**config.mk**
```make
export PLATFORM = sky130hd
export DESIGN_NAME = mux_arbiter
export DESIGN_NICKNAME = d
export VERILOG_FILES = /design/src/rtl/mux_arbiter.sv
export SDC_FILE = /design/constraint.sdc
export NUM_CORES = 1
export LEC_CHECK = 0
export ABC_AREA = 1
export ABC_CLOCK_PERIOD_IN_PS = 8000
export CAP_MARGIN = 20
export CORE_MARGIN = 4
export CORE_UTILIZATION = 52
export DETAILED_ROUTE_END_ITERATION = 10
export PLACE_DENSITY_LB_ADDON = 0.08
export SYNTH_ARGS = -nofsm -noshare
export SYNTH_HDL_FRONTEND = slang
export SYNTH_SLANG_ARGS = --single-unit
export TNS_END_PERCENT = 5
```
**constraint.sdc**
```tcl
create_clock -name clk -period 8 [get_ports clk]
set_clock_uncertainty 0.15 [all_clocks]
set_input_delay 1.2 -clock clk [delete_from_list [all_inputs] [get_ports clk]]
set_output_delay 1.2 -clock clk [all_outputs]
set_load 0.1 [all_outputs]
```
**src/rtl/mux_arbiter.sv**
```systemverilog
// Round-robin 16-way arbiter that drives the select of a 16:1 mux.
// The owner is rotated out after MAX_HOLD cycles once another requester is waiting.
//
// state | meaning
// IDLE  | no owner; gnt=0, busy=0, sel keeps the last owner
// GRANT | requester r_cur owns the mux; gnt one-hot, busy=1
module mux_arbiter #(
  parameter int unsigned MAX_HOLD = 4
) (
  input  logic        clk,
  input  logic        rst,
  input  logic [15:0] req,
  output logic [15:0] gnt,
  output logic [3:0]  sel,
  output logic        busy
);

  typedef enum logic {IDLE, GRANT} state_t;

  localparam logic [3:0] HOLD_MAX = 4'(MAX_HOLD);

  state_t      r_state;
  logic [3:0]  r_ptr;
  logic [3:0]  r_cur;
  logic [3:0]  r_hold;
  logic [15:0] r_gnt;
  logic [3:0]  r_sel;
  logic        r_busy;

  logic [15:0] w_others;
  logic        w_release;
  logic [3:0]  w_next_ptr;
  logic [3:0]  w_idle_win;
  logic [3:0]  w_rel_win;

  // First set bit of mask, searching upward from start with wrap 15 -> 0.
  function automatic logic [3:0] winner(input logic [15:0] mask, input logic [3:0] start);
    logic [3:0] idx;
    logic       found;
    winner = start;
    found  = 1'b0;
    for (int k = 0; k < 16; k++) begin
      idx = start + 4'(k);
      if (!found && mask[idx]) begin
        winner = idx;
        found  = 1'b1;
      end
    end
  endfunction

  assign w_others   = req & ~(16'(1) << r_cur);
  assign w_release  = !req[r_cur] || ((r_hold == HOLD_MAX) && (|w_others));
  assign w_next_ptr = r_cur + 4'd1;
  assign w_idle_win = winner(req, r_ptr);
  // Handover uses the already-advanced pointer so the releasing owner goes last.
  assign w_rel_win  = winner(w_others, w_next_ptr);

  always_ff @(posedge clk) begin
    if (rst) begin
      r_state <= IDLE;
      r_ptr   <= 4'd0;
      r_cur   <= 4'd0;
      r_hold  <= 4'd0;
      r_gnt   <= 16'd0;
      r_sel   <= 4'd0;
      r_busy  <= 1'b0;
    end else begin
      case (r_state)
        IDLE: begin
          if (|req) begin
            r_state <= GRANT;
            r_cur   <= w_idle_win;
            r_gnt   <= 16'(1) << w_idle_win;
            r_sel   <= w_idle_win;
            r_hold  <= 4'd1;
            r_busy  <= 1'b1;
          end else begin
            r_gnt  <= 16'd0;
            r_busy <= 1'b0;
          end
        end
        GRANT: begin
          if (!w_release) begin
            if (r_hold < HOLD_MAX) r_hold <= r_hold + 4'd1;
          end else begin
            r_ptr <= w_next_ptr;
            if (|w_others) begin
              r_cur  <= w_rel_win;
              r_gnt  <= 16'(1) << w_rel_win;
              r_sel  <= w_rel_win;
              r_hold <= 4'd1;
            end else begin
              r_state <= IDLE;
              r_gnt   <= 16'd0;
              r_busy  <= 1'b0;
            end
          end
        end
        default: r_state <= IDLE;
      endcase
    end
  end

  assign gnt  = r_gnt;
  assign sel  = r_sel;
  assign busy = r_busy;

endmodule
```
## Word-level counts from Yosys, hierarchy flattened

Cells that the tools add are included.

- Register bits: 30
- Latch bits: 0
- Memory bits (writable): 0
- ROM bits: 0
- Bits of input ports: 18
- Output and inout bits: 21
- Logic and storage cells: 300
- Memories kept: 0

- $add $sub $neg: 32
- $mul: 0
- Divide/modulo/power cells: 0
- Order comparisons: 34
- Equal/unequal tests: 7
- Shifts and indexed selects: 3
- Mux-type cells: 146
- Bitwise logic cells: 3
- Reductions and logical operators: 69

Operators by type and width:

| kind | number |
|---|---|
| 4-bit by 5-bit < comparator with 1-bit output, second input constant | 33 |
| 4-bit two-way mux | 37 |
| 1-bit binary-select mux with 4-bit select | 33 |
| 1-bit two-way mux | 68 |
| 4-bit adder, second input constant | 16 |
| 16-bit two-way mux | 3 |
| 1-bit by 4-bit left shift with 16-bit output, first input constant | 3 |
| 4-bit by 3-bit adder with 4-bit output, second input constant | 8 |
| 16-bit case mux with 2 select lines | 1 |
| 16-bit OR reduction | 2 |
| 1-bit logical AND | 31 |
| 1-bit zero test | 31 |
| 4-bit by 1-bit adder with 4-bit output, second input constant | 4 |
| 4-bit by 2-bit adder with 4-bit output, second input constant | 4 |
| 16-bit AND | 1 |
| 16-bit NOT | 1 |
| 4-bit case mux with 2 select lines | 2 |
| 3-bit AND reduction | 2 |
| 4-bit by 3-bit equality test with 1-bit output, second input constant | 1 |
| 4-bit by 3-bit < comparator with 1-bit output, second input constant | 1 |
| 2-bit by 1-bit != test with 1-bit output, second input constant | 2 |
| 2-bit != test, second input constant | 2 |
| 1-bit case mux with 2 select lines | 2 |
| 2-bit AND reduction | 2 |
| other kinds (4) | 4 |

## Longest topological paths before layout

- Depth in word-level cells: 55
- Gate-level depth with buffers: 37
- Gate-level depth less buffers: 36

## Worst setup path after synthesis

No wires, ideal clock.

- Kind: reg2reg
- Start point: register, netlist name sel[0]
- End point: register r_gnt[14], in the netlist gnt[14]
- Library setup time: 109 ps
- Data arrival time: 5109 ps
- Required time: 7741 ps
- Path slack: 2633 ps
- Cell stages (with the launch flop): 28
- Path buffers: 4
- Period minus slack after synthesis: 5367 ps
- Path through: dfxtp_1 -> buf_2 -> inv_2 -> clkbuf_1 -> buf_2 -> ha_1 -> inv_1 -> clkbuf_1 -> ha_1 -> a21oi_1 -> xnor2_1 -> o21ai_2 -> nor2_8 -> nand4_4 -> nor2_8 -> nand4_4 -> nor2_4 -> nand2_2 -> nor2_4 -> nand3b_4 -> inv_2 -> nand2_1 -> nand2_2 -> nor2_1 -> nand4_1 -> nand3_1 -> nand2_1 -> inv_1

RTL lines:

| element | line | RTL |
|---|---|---|
| end signal: assignment | 73 | `r_gnt <= 16'(1) << w_idle_win;` |
| end signal: assignment | 89 | `r_gnt <= 16'(1) << w_rel_win;` |
| end: declaration | 26 | `logic [15:0] r_gnt;` |

==> summary.txt <==
Timing
  • Final worst-path cycle share: 66.7%
  • Fin crit period: 5.33 ns
  • Max_slew headroom: 33.7%
  • Worst-Margin Slew: 0.992 ns
  • Unrepaired setup endpoints after global routing: no
  • Endpoints failing hold: 0
  • Final setup violation count: 0
  • Setup_tns: 0 ns
  • FMAX: 187 MHz
  • Worst setup margin: 2.67 ns
  • Hold Slack: 0.344 ns
  • Max-slew violations: 0

Route
  • Remaining antenna violation count: 0
  • # DRC: 0
  • DR vias/cell: 5.90
  • Vias: 7384
  • Detailed Route WL: 18.8 mm
  • DRT Pass-1 Iters: 6
  • Drt initial violations: 694
  • Drt wl/cell: 15.1 um

Synthesis
  • Mux cell area share after synthesis: 0%
  • Xor/xnor share of the synthesized area: 2.54%
  • Largest area contributor in the netlist: nand3_1
  • Synth Cell Area: 0.00577 mm^2
  • Mean Syn Cell Area: 5.26 um^2
  • Synthesized instance count: 1097
  • Synth Register Bits: 30
  • Top post-synthesis cells by area: nand3_1 (22%), nand2_1 (22%), dfxtp_1 (10%)
  • Synth Area in Simple Gates: 57.6%
  • Post-synth EDFFs: 0
  • Synth Area in Compound Gates: 12.8%
  • Yosys top cell area share: 22.0%
  • Net Count, Synth: 1137
  • Post-synthesis sequential area ratio: 10.4%
  • Synth async-reset ratio: 0%
  • Post-synth top flop: dfxtp_1
  • YS warnings: 0
  • Synth cell types: 45
  • Largest family of logic cells by synthesized area: simple AND/OR/NAND/NOR gates
  • Synthesized-area fraction occupied by adder cells: 4.77%

Setup path
  • Worst r2r path cells: 26
  • Crit. End Element: register
  • Critical setup path kind: register to register
  • CP required: 8.09 ns
  • Worst EP arrival: 5.43 ns
  • CP most frequent cell: nand2_1
  • Crit-path max FO: 16
  • Slowest CP cell: ha_1
  • Worst setup SP type: register
  • Slowest stage delay, CP: 0.80 ns

Status
  • Status: complete, no violations

Die
  • DIE AREA: 0.0128 mm^2
  • Core area: 0.0108 mm^2
  • Die height: 113 um
  • Io pins: 39
  • Number of cell rows: 38
  • Chip Width: 113 um
  • Starting density of the core: 53.2%

Place
  • GPL Wtd Cong: 0.976
  • DP Worst Slack: 2.76 ns
  • Post-detail-place hpwl: 14.2 mm
  • Port Buffers: 38

Clock network
  • PostCTS Resize Cnt: 0
  • CTS Root Buffer Type: clkbuf_8
  • Max Root-Sink Buffers: 2
  • CTS tree: yes
  • CTS sink cnt: 30
  • Worst-Skew Late Latency: 0.29 ns
  • Post-CTS Repair Setup Buffers: 0
  • Total CTS buffers: 5
  • # hold bufs at CTS: 0
  • Clock slew at reported path FFs: 0.07 ns
  • H-tree depth: 2

Min path
  • Hold Path Class: register to register
  • Hold depth: 2

Cells and area
  • Total Nets Final: 1150
  • ANT cells: 0
  • Layout cells sized above 1: 4.86%
  • Most frequent cells in the layout: nand2_1 (333), nand3_1 (254), inv_1 (124), nor2_1 (53), o21ai_0 (53)
  • Area Overhead vs Synth: 9.18%
  • Final Util: 58.1%
  • Commonest non-fill, non-tap cell in the layout: nand2_1
  • Fillers: 1173

Global route
  • Gr ovfl total: 0
  • Initial antenna violation count: 0
  • Global-route wire length before repair: 30.9 mm
  • Pin count of the biggest net entering global routing: 40
  • Vias in the first global route: 6499
  • Tot GR Track Use: 28.8%

Job
  • Max cap viols: 0
## cells in the mapped netlist, types with 4 or more instances
cell type    n
nand2_1    333
nand3_1    254
inv_1      124
nor2_1      53
o21ai_0     53
nand4_1     44
a21oi_1     43
dfxtp_1     30
ha_1        22
buf_2       16
clkbuf_1    16
nand2_2     12
xor2_1      12
a31oi_1     10
o21ai_1     10
inv_2        9
clkinv_1     6
nor2_2       5
nor3_1       5
o21a_1       4
## registers in the layout, summed over array words and instances, names as in the netlist
register  count
gnt          16
r_hold        4
r_ptr         4
sel           4
busy          1
r_state       1
## final cells by class
class | count | area (um^2) | share of cell area (%)
sequential | 30 | 601 | 9.54
multi-input combinational | 892 | 4480 | 71.1
tap | 140 | 175 | 2.78
inverter | 139 | 522 | 8.29
clock buffer | 8 | 110 | 1.75
timing repair buffer | 42 | 410 | 6.52
## critical path: cells and delay by family, from the launching register on
kind	cells	cell delay, ns
AOI/OAI and AO/OA	3	0.60
buffers and inverters	4	0.79
adders and majority gates	2	1.11
and+or+nand+nor	16	1.75
xor gates and xnor gates	1	0.31
DFF	1	0.56
## per-layer routing
layer / track usage, % / part of all wire, % / vias to the layer above
met5: 0 / 0 / -
met4: 7.77 / 1.9 / 0
met3: 2.67 / 9.0 / 39
met2: 44.9 / 43 / 342
met1: 42.3 / 46 / 3305
li1: - / - / 3698
## worst paths after layout
kind | startpoint | end | slack, ns
worst max-delay path | sel[1] | gnt[15] | 2.67
worst min register to register | r_hold[1] | r_hold[1] | 0.34
worst min-delay path | r_hold[1] | r_hold[1] | 0.34
worst max register to register | sel[1] | gnt[15] | 2.67
## logic make-up (layout without fill, tap and decap cells)
| logic type | after synthesis | in the layout |
|---|---|---|
| AO/OA/AOI/OAI | 134 | 134 |
| XOR/XNOR | 15 | 15 |
| adder cells (fa/ha/maj) | 22 | 22 |
| buffers and inverters | 175 | 189 |
| flip-flops | 30 | 30 |
| AND/OR/NAND/NOR | 721 | 721 |
## through the flow
stage	cell area [um^2]	instances
2_1_floorplan	5770	1097
3_3_place_gp	6190	1243
3_5_place_dp	6190	1243
4_1_cts	6300	1251
5_1_grt	6300	1251
6_report	6300	1251
Power is left out: the tool's default activity adds up to more than one toggle a clock period on the data nets, which glitch-free logic cannot reach.
